<file path="config.mk">
export PLATFORM = sky130hd
export DESIGN_NAME = dcache_mem_bridge_flat
export DESIGN_NICKNAME = d
export VERILOG_FILES = /design/src/rtl/dcache_mem_bridge_if.sv /design/src/rtl/dcache_mem_bridge.sv /design/src/flat_wrapper.sv
export SDC_FILE = /design/constraint.sdc
export NUM_CORES = 1
export LEC_CHECK = 0
export ABC_CLOCK_PERIOD_IN_PS = 8500
export CAP_MARGIN = 20
export CORE_MARGIN = 1.5
export CORE_UTILIZATION = 45
export DETAILED_ROUTE_END_ITERATION = 6
export PLACE_DENSITY = 0.71
export SYNTH_ARGS = -nofsm -noshare
export SYNTH_HDL_FRONTEND = slang
export SYNTH_SLANG_ARGS = --single-unit
</file>
<file path="constraint.sdc">
create_clock -name clk -period 8.5 [get_ports clk]
set_input_delay 1.7 -clock clk [delete_from_list [all_inputs] [get_ports clk]]
set_output_delay 1.7 -clock clk [all_outputs]
set_load 0.01 [all_outputs]
</file>
<file path="src/rtl/dcache_mem_bridge_if.sv">
// rtl/dcache_mem_bridge_if.sv - cache-side request/response and memory-bus signal bundle
interface dcache_mem_bridge_if #(
    parameter int ADDR_W = 32,
    parameter int DATA_W = 32,
    parameter int CNT_W  = 3
);
    logic              req_rd;
    logic              req_wr;
    logic [ADDR_W-1:0] req_addr;
    logic [DATA_W-1:0] req_wdata;
    logic              req_ready;
    logic              rsp_valid;
    logic [DATA_W-1:0] rsp_rdata;
    logic              req_err;
    logic [CNT_W-1:0]  wb_count;
    logic              bus_req;
    logic              bus_we;
    logic [ADDR_W-1:0] bus_addr;
    logic [DATA_W-1:0] bus_wdata;
    logic              bus_ack;
    logic [DATA_W-1:0] bus_rdata;

    // Environment view: the cache plus the memory model.
    modport master (
        output req_rd, req_wr, req_addr, req_wdata, bus_ack, bus_rdata,
        input  req_ready, rsp_valid, rsp_rdata, req_err, wb_count,
               bus_req, bus_we, bus_addr, bus_wdata
    );

    modport slave (
        input  req_rd, req_wr, req_addr, req_wdata, bus_ack, bus_rdata,
        output req_ready, rsp_valid, rsp_rdata, req_err, wb_count,
               bus_req, bus_we, bus_addr, bus_wdata
    );
endinterface

</file>
<file path="src/rtl/dcache_mem_bridge.sv">
// rtl/dcache_mem_bridge.sv - write-buffered, read-forwarding bridge from data cache to memory bus
module dcache_mem_bridge #(
    parameter int WB_DEPTH = 4,
    parameter int ADDR_W   = 32,
    parameter int DATA_W   = 32
) (
    input logic              clk,
    input logic              rst,
    dcache_mem_bridge_if.slave io
);
    localparam int PTR_W = $clog2(WB_DEPTH);
    localparam int CNT_W = PTR_W + 1;

    typedef enum logic [1:0] {IDLE, WR_BUS, RD_BUS, RD_RSP} state_t;

    state_t            state, state_nxt;
    logic [ADDR_W-3:0] wb_addr [WB_DEPTH];
    logic [DATA_W-1:0] wb_data [WB_DEPTH];
    logic [PTR_W-1:0]  head, tail, idx;
    logic [CNT_W-1:0]  count;
    logic              rd_pending;
    logic [ADDR_W-3:0] rd_addr;
    logic              full, ready, one_req, acc_wr, acc_rd, pop, rd_done;
    logic              fwd_hit;
    logic [DATA_W-1:0] fwd_data;
    logic              bus_req, bus_we;
    logic [ADDR_W-1:0] bus_addr;
    logic [DATA_W-1:0] bus_wdata;
    logic              rsp_valid, req_err;
    logic [DATA_W-1:0] rsp_rdata;
    logic              unused_addr_bits;

    assign unused_addr_bits = ^io.req_addr[1:0];

    assign full    = (count == CNT_W'(WB_DEPTH));
    assign ready   = !rst && !full && (state == IDLE || state == WR_BUS) && !rd_pending;
    assign one_req = io.req_rd ^ io.req_wr;
    assign acc_wr  = ready && one_req && io.req_wr;
    assign acc_rd  = ready && one_req && io.req_rd;
    assign pop     = (state == WR_BUS) && io.bus_ack;
    assign rd_done = (state == RD_BUS) && io.bus_ack;

    // Walk oldest to newest so the last match wins, giving the youngest store's data.
    always_comb begin
        fwd_hit  = 1'b0;
        fwd_data = '0;
        idx      = head;
        for (int i = 0; i < WB_DEPTH; i++) begin
            idx = head + PTR_W'(i);
            if (i < int'(count) && wb_addr[idx] == io.req_addr[ADDR_W-1:2]) begin
                fwd_hit  = 1'b1;
                fwd_data = wb_data[idx];
            end
        end
    end

    always_ff @(posedge clk) begin
        if (rst) state <= IDLE;
        else     state <= state_nxt;
    end

    always_comb begin
        state_nxt = state;
        bus_req   = 1'b0;
        bus_we    = 1'b0;
        bus_addr  = '0;
        bus_wdata = '0;
        case (state)
            IDLE: begin
                if (rd_pending)      state_nxt = RD_BUS;
                else if (count != 0) state_nxt = WR_BUS;
            end
            WR_BUS: begin
                bus_req   = 1'b1;
                bus_we    = 1'b1;
                bus_addr  = {wb_addr[head], 2'b00};
                bus_wdata = wb_data[head];
                if (io.bus_ack) state_nxt = IDLE;
            end
            RD_BUS: begin
                bus_req  = 1'b1;
                bus_addr = {rd_addr, 2'b00};
                if (io.bus_ack) state_nxt = RD_RSP;
            end
            RD_RSP:  state_nxt = IDLE;
            default: state_nxt = IDLE;
        endcase
    end

    // Entry storage needs no reset; validity comes from head/count.
    always_ff @(posedge clk) begin
        if (acc_wr) begin
            wb_addr[tail] <= io.req_addr[ADDR_W-1:2];
            wb_data[tail] <= io.req_wdata;
        end
    end

    always_ff @(posedge clk) begin
        if (rst) begin
            head       <= '0;
            tail       <= '0;
            count      <= '0;
            rd_pending <= 1'b0;
            rd_addr    <= '0;
            rsp_valid  <= 1'b0;
            rsp_rdata  <= '0;
            req_err    <= 1'b0;
        end else begin
            req_err   <= io.req_rd && io.req_wr;
            rsp_valid <= (acc_rd && fwd_hit) || rd_done;
            if (acc_rd && fwd_hit) rsp_rdata <= fwd_data;
            else if (rd_done)      rsp_rdata <= io.bus_rdata;
            if (acc_wr) tail <= tail + 1'b1;
            if (pop)    head <= head + 1'b1;
            case ({acc_wr, pop})
                2'b10:   count <= count + 1'b1;
                2'b01:   count <= count - 1'b1;
                default: count <= count;
            endcase
            if (acc_rd && !fwd_hit) begin
                rd_pending <= 1'b1;
                rd_addr    <= io.req_addr[ADDR_W-1:2];
            end else if (rd_done) begin
                rd_pending <= 1'b0;
            end
        end
    end

    assign io.req_ready = ready;
    assign io.rsp_valid = rsp_valid;
    assign io.rsp_rdata = rsp_rdata;
    assign io.req_err   = req_err;
    assign io.wb_count  = count;
    assign io.bus_req   = bus_req;
    assign io.bus_we    = bus_we;
    assign io.bus_addr  = bus_addr;
    assign io.bus_wdata = bus_wdata;
endmodule

</file>
<file path="src/flat_wrapper.sv">
// flat-port wrapper written by rule: the top's interface ports become plain ports
module dcache_mem_bridge_flat 
#(
    parameter int WB_DEPTH = 4,
    parameter int ADDR_W   = 32,
    parameter int DATA_W   = 32
)
  (clk, rst, io_req_rd, io_req_wr, io_req_addr, io_req_wdata, io_bus_ack, io_bus_rdata, io_req_ready, io_rsp_valid, io_rsp_rdata, io_req_err, io_wb_count, io_bus_req, io_bus_we, io_bus_addr, io_bus_wdata);
  dcache_mem_bridge_if #(.ADDR_W(ADDR_W), .DATA_W(DATA_W), .CNT_W(3)) io_i ();
  input logic clk;
  input logic rst;
  input wire logic [$bits(io_i.req_rd)-1:0] io_req_rd;
  input wire logic [$bits(io_i.req_wr)-1:0] io_req_wr;
  input wire logic [$bits(io_i.req_addr)-1:0] io_req_addr;
  input wire logic [$bits(io_i.req_wdata)-1:0] io_req_wdata;
  input wire logic [$bits(io_i.bus_ack)-1:0] io_bus_ack;
  input wire logic [$bits(io_i.bus_rdata)-1:0] io_bus_rdata;
  output wire logic [$bits(io_i.req_ready)-1:0] io_req_ready;
  output wire logic [$bits(io_i.rsp_valid)-1:0] io_rsp_valid;
  output wire logic [$bits(io_i.rsp_rdata)-1:0] io_rsp_rdata;
  output wire logic [$bits(io_i.req_err)-1:0] io_req_err;
  output wire logic [$bits(io_i.wb_count)-1:0] io_wb_count;
  output wire logic [$bits(io_i.bus_req)-1:0] io_bus_req;
  output wire logic [$bits(io_i.bus_we)-1:0] io_bus_we;
  output wire logic [$bits(io_i.bus_addr)-1:0] io_bus_addr;
  output wire logic [$bits(io_i.bus_wdata)-1:0] io_bus_wdata;
  assign io_i.req_rd = io_req_rd;
  assign io_i.req_wr = io_req_wr;
  assign io_i.req_addr = io_req_addr;
  assign io_i.req_wdata = io_req_wdata;
  assign io_i.bus_ack = io_bus_ack;
  assign io_i.bus_rdata = io_bus_rdata;
  assign io_req_ready = io_i.req_ready;
  assign io_rsp_valid = io_i.rsp_valid;
  assign io_rsp_rdata = io_i.rsp_rdata;
  assign io_req_err = io_i.req_err;
  assign io_wb_count = io_i.wb_count;
  assign io_bus_req = io_i.bus_req;
  assign io_bus_we = io_i.bus_we;
  assign io_bus_addr = io_i.bus_addr;
  assign io_bus_wdata = io_i.bus_wdata;
  dcache_mem_bridge #(.WB_DEPTH(WB_DEPTH), .ADDR_W(ADDR_W), .DATA_W(DATA_W)) u_core (.clk(clk), .rst(rst), .io(io_i));
endmodule
</file>
==> results.md, run 1 <==
* #FFs+latches synth at 324
* Max Fclk at between 150 and 200 MHz
* GRT Residual Overflow at 0
* Drt total wl at approximately 55 mm
* Post-Synthesis Cell Area at about 20,000 um^2
* LEAKAGE at between 7 and 8 nW
* Crit path arrival time at 6.07 ns
* Share of the synthesized area in the top cell type at 37.0%
* Largest net degree at the start of global routing at between 100 and 150
* # fillers at approximately 3,700
* Global-route wire length before repair at ~83 mm
* Layout cell share with drive strength beyond 1 at about 18%
* Synth warnings at 0
* Maximum vdd drop at 0.139 mV
* Final net count at 1,700
* Final min period at 5.57 ns
* CP max FO at between 40 and 50
* Clk_lat worst skew at slightly below 0.6 ns
* DRT Pass-1 Iters at 7
* Hold path depth at 2
* Clock Sinks at between 300 and 400
* Wirelength per Cell at 24.7 um
* Final instance area at 23,700 um^2
* Outcome: complete, but fails checks
* Max_cap viols at 0
* H-tree levels at 2
* Worst reg-to-reg path cell count at 10
* Fraction of registers with async set/reset at 0%
* Top FF cell, synth: edfxtp_1
* Place WS at 2.38 ns
* Unique masters post-synth at 62
* Routed Antenna Nets at 0
* I/O pin cnt at a little over 200
* Via Count at between 10,000 and 15,000
* Setup TNS at 0 ns
* Layout Skew at 0.0318 ns
* Final WS setup at ~3 ns
* CTS tree: yes
* Vias in the first global route at about 14,000
* Initial core utilization at a little under half
* Initial antenna violation count at 5
* DRT iter0 DRCs at about 1,400
* Slew Limit Fails at 0
* Core ar. at 44,100 um^2
* CP cell instances: buf_4 > mux4_2 > xnor2_1 > nand4_1 > nor4b_1 > nor4b_2 > a21oi_1 > a31oi_4 > o211ai_1 > nand2_1
* GRT Overall Usage at 23.6%
* Synth Area per Inst at approximately 14 um^2
* Layout area overhead at 17.7%
* Num CTS Buffers at 38
* Worst path max stage delay at approximately 0.90 ns
* Area leader, netlist: edfxtp_1
* CP max stage cell: a31oi_4
* CP Data Required Time at approximately 9.0 ns
* Hpwl dp at 35.5 mm
* DRC errors left at 2
* Resized cells post-CTS at 0
* Number of post-CTS setup repair buffers at 0
* Clk buf depth at 3
* Clk slew on worst S/H paths at around 0.060 ns
* CP endpoint kind: flop
* Worst Tran Pin Value at between 1 and 1.5 ns
* Root buffer cell: clkbuf_16
* Crit Path Category: reg2reg
* Worst hold path class: reg2reg
* Slew headroom at 27.0%
* PD cells at slightly below 200 nW/um^2
* Post-synth EDFFs at 248
* Part of the cycle the worst path needs at around 66%
* Final setup vio count at 0
* Synth area leaders: edfxtp_1 37%, mux4_2 21%, mux2i_1 11%
* Port buffer count at 200
* GP Congestion at 0.925
* Vias per inst at between 6 and 7
* Post-Synthesis Cells at roughly 1,500
* Placed Area at around 22,000 um^2
* Sequential-to-total area share from yosys stat at approximately 45%
* DIE HEIGHT at 214 um
* Number of hold buffers added after CTS at 0
* Cell Rows at 77
* Violated checks: design-rule violations
* RSZ-0062 raised after global routing: false
* Die Width at approximately 210 um
* Die area at between 40,000 and 50,000 um^2
* CP Launch Type: flop
* Fin. Hold Viols at 0
critical path: cells and delay by family, from the launching register on:
kind                      cells  cell delay (ns)
and+or+nand+nor               4             1.62
AOI/OAI and AO/OA             3             1.46
xor gates and xnor gates      1             0.23
muxes                         1             0.61
buffers and inverters         1             0.68
DFF                           1             0.78
cells in the mapped netlist, types with 3 or more instances:
cell	count
nor2b_1	31
buf_1	20
a2bb2oi_1	4
buf_2	28
xor2_1	15
nand2b_1	6
ha_1	13
mux4_2	187
clkbuf_1	66
edfxtp_1	248
a21o_1	34
and2_1	37
o2111ai_1	5
o211ai_1	5
inv_1	51
a32oi_1	4
nand2_1	28
nor4b_1	4
nand4_1	17
nor4_1	7
nand3_1	6
mux2_2	4
a2111oi_0	4
a211oi_1	3
a21oi_1	17
and3_1	3
o2bb2ai_1	4
nor2_1	48
a222oi_1	33
mux2i_1	211
o22ai_1	10
buf_4	15
dfxtp_1	76
o221ai_1	3
o21ai_0	10
nor3_1	40
a22oi_1	30
buf_6	10
xnor2_1	97
registers in the layout, summed over array words and instances (netlist names), 2 cells and up, named ones only:
signal               flops
u_core.wb_data         128
u_core.state             2
u_core.io.rsp_rdata     32
u_core.tail              2
u_core.rd_addr          30
u_core.io.wb_count       3
u_core.wb_addr         120
u_core.head              2
cells by family after synthesis:
group,share of synthesized area (%)
flops,44.6
simple gates,6.34
xor+xnor,4.88
other cells,0.0187
mux,31.9
compound gates,7.00
buf+inv,4.42
fa+ha+maj,0.809
where the power goes:
group	switching [mW]	leakage, nW	total (mW)	internal [mW]
combinational	0.623	4.37	1.24	0.620
sequential	0.0810	2.86	1.84	1.76
clock	0.663	0.614	1.62	0.954
total	1.37	7.84	4.70	3.33
cell type report:
class / instances / area (um^2) / share of cell area (%)
Sequential cell: 324 / 8980 / 38.0
Inverter: 52 / 195 / 0.825
Timing Repair Buffer: 222 / 2210 / 9.33
Antenna cell: 3 / 7.51 / 0.0317
Tap cell: 592 / 741 / 3.13
Clock inverter: 24 / 211 / 0.893
Multi-Input combinational cell: 948 / 10300 / 43.5
Clock buffer: 46 / 1020 / 4.32
worst paths after layout:
kind | end | slack (ns) | from
worst max-delay path | u_core.io.rsp_rdata[30] | 2.93 | u_core.head[1]
worst min-delay path | u_core.state[0] | 0.48 | u_core.state[0]
worst max register to register | u_core.io.rsp_rdata[30] | 2.93 | u_core.head[1]
worst min register to register | u_core.state[0] | 0.48 | u_core.state[0]
through the flow:
stage / utilization (%) / instances / power, mW / hold WS [ns]
after global placement: 50.7 / 2136 / 3.10 / 0.463
after global routing: 53.6 / 2211 / 4.89 / 0.511
after floorplan: - / 1464 / 2.67 / 0.449
after detailed placement: 50.7 / 2136 / 3.12 / 0.469
final: 53.6 / 2211 / 4.70 / 0.479
after CTS: 53.5 / 2206 / 4.74 / 0.477
placed cells by master, fill, tap and decap left out, types with 5 or more instances in the layout:
master and n:
edfxtp_1 248, mux2i_1 211, clkdlybuf4s50_1 199, mux4_2 187, xnor2_1 97, dfxtp_1 72, inv_1 51, nor2_1 48
nor3_1 40, clkbuf_16 39, a21o_1 34, and2_1 33, a222oi_1 33, nor2b_1 31, a22oi_1 30, nand2_1 27
buf_4 19, a21oi_1 17, nand4_1 17, xor2_1 15, ha_1 12, o22ai_1 10, o21ai_0 10, clkinv_1 9
clkinv_2 9, nor4_1 7, nand3_1 6, nand2b_1 6, o211ai_1 5, o2111ai_1 5, clkbuf_1 5
per-layer routing:
layer	GRT usage [%]	up-vias	wire length, um
met3	5.55	77	4420
met4	7.98	4	1500
li1	-	6066	-
met1	31.8	7030	22700
met2	37.8	545	26000
met5	0	-	24
Power figures use the tool's default switching activity.
==> inputs of run 2 (changes only) <==
- ABC_CLOCK_PERIOD_IN_PS: 8500 -> 4800
- PLACE_DENSITY: 0.71 -> 0.73
- clock period: 8.5 -> 4.8 ns (I/O delays scaled with it)
==> results.md, run 2 (same netlist as run 1, synthesis figures left out) <==
* Hpwl dp at 37.9 mm (+7.0%)
* Crit Path Category: reg2reg
* Drt total wl at 56.3 mm (+3.1%)
* Wirelength per Cell at 24.8 um (+0.39%)
* Vias per inst at 6.23 (+0.41%)
* Layout Skew at 0.0252 ns (-0.00660 ns)
* Worst reg-to-reg path cell count at 11 (+1)
* Clock group share of total power at 32.9% (-1.5 points)
* Sequential share of power at 39.2% (about the same)
* Clk buf depth at 3 (unchanged)
* CP Data Required Time at 5.31 ns (-3.69 ns)
* Tot Pwr at 8.29 mW (+76%)
* Finished Core Util at 54.7% (+1.1 points)
* Die Width at 214 um (unchanged)
* Vias in the first global route at 14,200 (+3.9%)
* RSZ-0062 raised after global routing: false
* Final min period at 4.37 ns (-1.21 ns)
* Number of post-CTS setup repair buffers at 0 (unchanged)
* Number of hold buffers added after CTS at 0 (unchanged)
* Die area at 46,000 um^2 (unchanged)
* Largest register FFs at 128 (unchanged)
* Global-route wire length before repair at 85.9 mm (+3.6%)
* RR Endpoint: u_core.io.rsp_rdata[0]
* DRT iter0 DRCs at 1,710 (+19%)
* Worst Tran Pin Value at 0.995 ns (-0.100 ns)
* Via Count at 14,200 (+3.1%)
* Switch share at 29.6% (+0.55 points)
* Most flops, register: u_core.wb_data
* Final net count at 1,763 (+3.7%)
* Internal at 5.83 mW (+75%)
* Num CTS Buffers at 37 (-2.6%)
* Max_cap viols at 0 (unchanged)
* H-tree levels at 2 (unchanged)
* Largest registers: u_core.wb_data: 128 flops, u_core.wb_addr: 120 flops, u_core.io.rsp_rdata: 32 flops
* Part of the cycle the worst path needs at 91.0% (+25 points)
* Cell Rows at 77 (unchanged)
* CP endpoint kind: flop
* GRT Overall Usage at 24.5% (+0.88 points)
* Worst hold path class: reg2reg
* GP Congestion at 0.939 (+1.6%)
* Most frequent cells in the layout: 248 x edfxtp_1, 211 x mux2i_1, 199 x clkdlybuf4s50_1
* Layout area overhead at 20.1%
* CP Launch Type: flop
* LEAKAGE at 8.14 nW (+3.9%)
* Crit path to: u_core.io.rsp_rdata[0]
* DRC errors left at 0 (-2)
* Fin. Hold Viols at 0 (unchanged)
* Final setup vio count at 0 (unchanged)
* Initial core utilization at 45.6% (unchanged)
* Max Fclk at 229 MHz (+28%)
* DRT Pass-1 Iters at 7 (unchanged)
* PD cells at 343 nW/um^2 (+73%)
* Largest net degree at the start of global routing at 77 (-38%)
* FF-to-FF setup slack at 0.43 ns (-2.49 ns)
* Most common cell after layout, fill and taps aside: edfxtp_1
* Switching pwr at 2.46 mW (+80%)
* Resized cells post-CTS at 0 (unchanged)
* Clk slew on worst S/H paths at 0.06 ns (about the same)
* Logic pwr share at 28.0% (+1.6 points)
* Root buffer cell: clkbuf_16
* Routed Antenna Nets at 0 (unchanged)
* Core ar. at 44,100 um^2 (unchanged)
* Port buffer count at 200 (unchanged)
* GRT Residual Overflow at 0 (unchanged)
* Clock Sinks at 324 (unchanged)
* Initial antenna violation count at 4 (-1)
* Setup TNS at 0 ns (unchanged)
* Slew Limit Fails at 0 (unchanged)
* Crit path arrival time at 4.88 ns (-1.19 ns)
* Clk_lat worst skew at 0.57 ns (about the same)
* DIE HEIGHT at 214 um (unchanged)
* CTS tree: yes
* Slew headroom at 33.6% (+6.7 points)
* Outcome: finished clean
* Layout cell share with drive strength beyond 1 at 20.7% (+2.7 points)
* Maximum vdd drop at 0.185 mV (+33%)
* I/O pin cnt at 205 (unchanged)
* CP max FO at 32 (-27%)
[run 2: cell types whose count changed in the layout (fill, tap and decap cells not counted), moves of 2 or more]
cell	previous run	this run
buf_12	2	9
buf_4	19	76
bufinv_16	3	1
clkbuf_1	5	15
clkbuf_8	2	0
clkinv_1	9	4
clkinv_2	9	7
diode_2	3	1
inv_6	2	0
[run 2: power groups by stage]
stage	sequential (mW)	clock (mW)	combinational [mW]
6_report	3.24	2.72	2.32
5_1_grt	3.26	2.88	2.47
4_1_cts	3.24	2.77	2.32
3_5_place_dp	3.30	0	2.31
3_3_place_gp	3.30	0	2.28
2_1_floorplan	3.23	0	1.50
[run 2: per-layer routing]
metal / up-vias / GRT usage, % / routed length [um] / share of wire [%]
met3: 105 / 4.52 / 4350 / 7.7
met2: 665 / 39.4 / 27000 / 48
li1: 6184 / - / - / -
met4: 6 / 9.41 / 1730 / 3.1
met1: 7192 / 33.2 / 23100 / 41
met5: - / 0 / 42 / 0.075
[run 2: layout make-up]
class / instances / area, um^2
Tap cell: 592 / 741
Inverter: 52 / 195
Timing Repair Buffer: 286 / 2780
Multi-Input combinational cell: 948 / 10300
Clock inverter: 14 / 124
Antenna cell: 1 / 2.50
Sequential cell: 324 / 8980
Clock buffer: 54 / 1030
Fill cell: 3651 / 20000
[run 2: stage by stage]
stage | hold slack (ns) | cell area, um^2 | std cells | setup slack, ns
floorplan | 0.449 | 20100 | 1464 | 0.647
global placement | 0.463 | 22900 | 2200 | 0.103
detailed placement | 0.476 | 22900 | 2200 | 0.123
CTS | 0.485 | 24100 | 2268 | 0.371
global route | 0.501 | 24200 | 2271 | 0.276
finish | 0.486 | 24200 | 2271 | 0.434
[run 2: worst min path at each step]
stage | from | endpoint | cells past startpoint | slack [ns]
after floorplan | u_core.state[1] | u_core.state[1] | 2 | 0.45
after global placement | u_core.state[0] | u_core.state[0] | 2 | 0.46
after detailed placement | u_core.state[1] | u_core.state[1] | 2 | 0.48
after CTS | u_core.state[1] | u_core.state[1] | 2 | 0.49
after global routing | u_core.state[1] | u_core.state[1] | 2 | 0.50
final | u_core.state[1] | u_core.state[1] | 2 | 0.49
[run 2: critical path, stage by stage, from the launching register on]
cell and delay (ns):
dfxtp_4 0.74, mux4_2 0.61, xnor2_1 0.32, nand4_1 0.13
nor4_1 0.49, buf_4 0.22, nand4_1 0.14, buf_4 0.19
a211oi_4 0.64, a222oi_1 0.26, mux2i_1 0.36, a21o_1 0.17
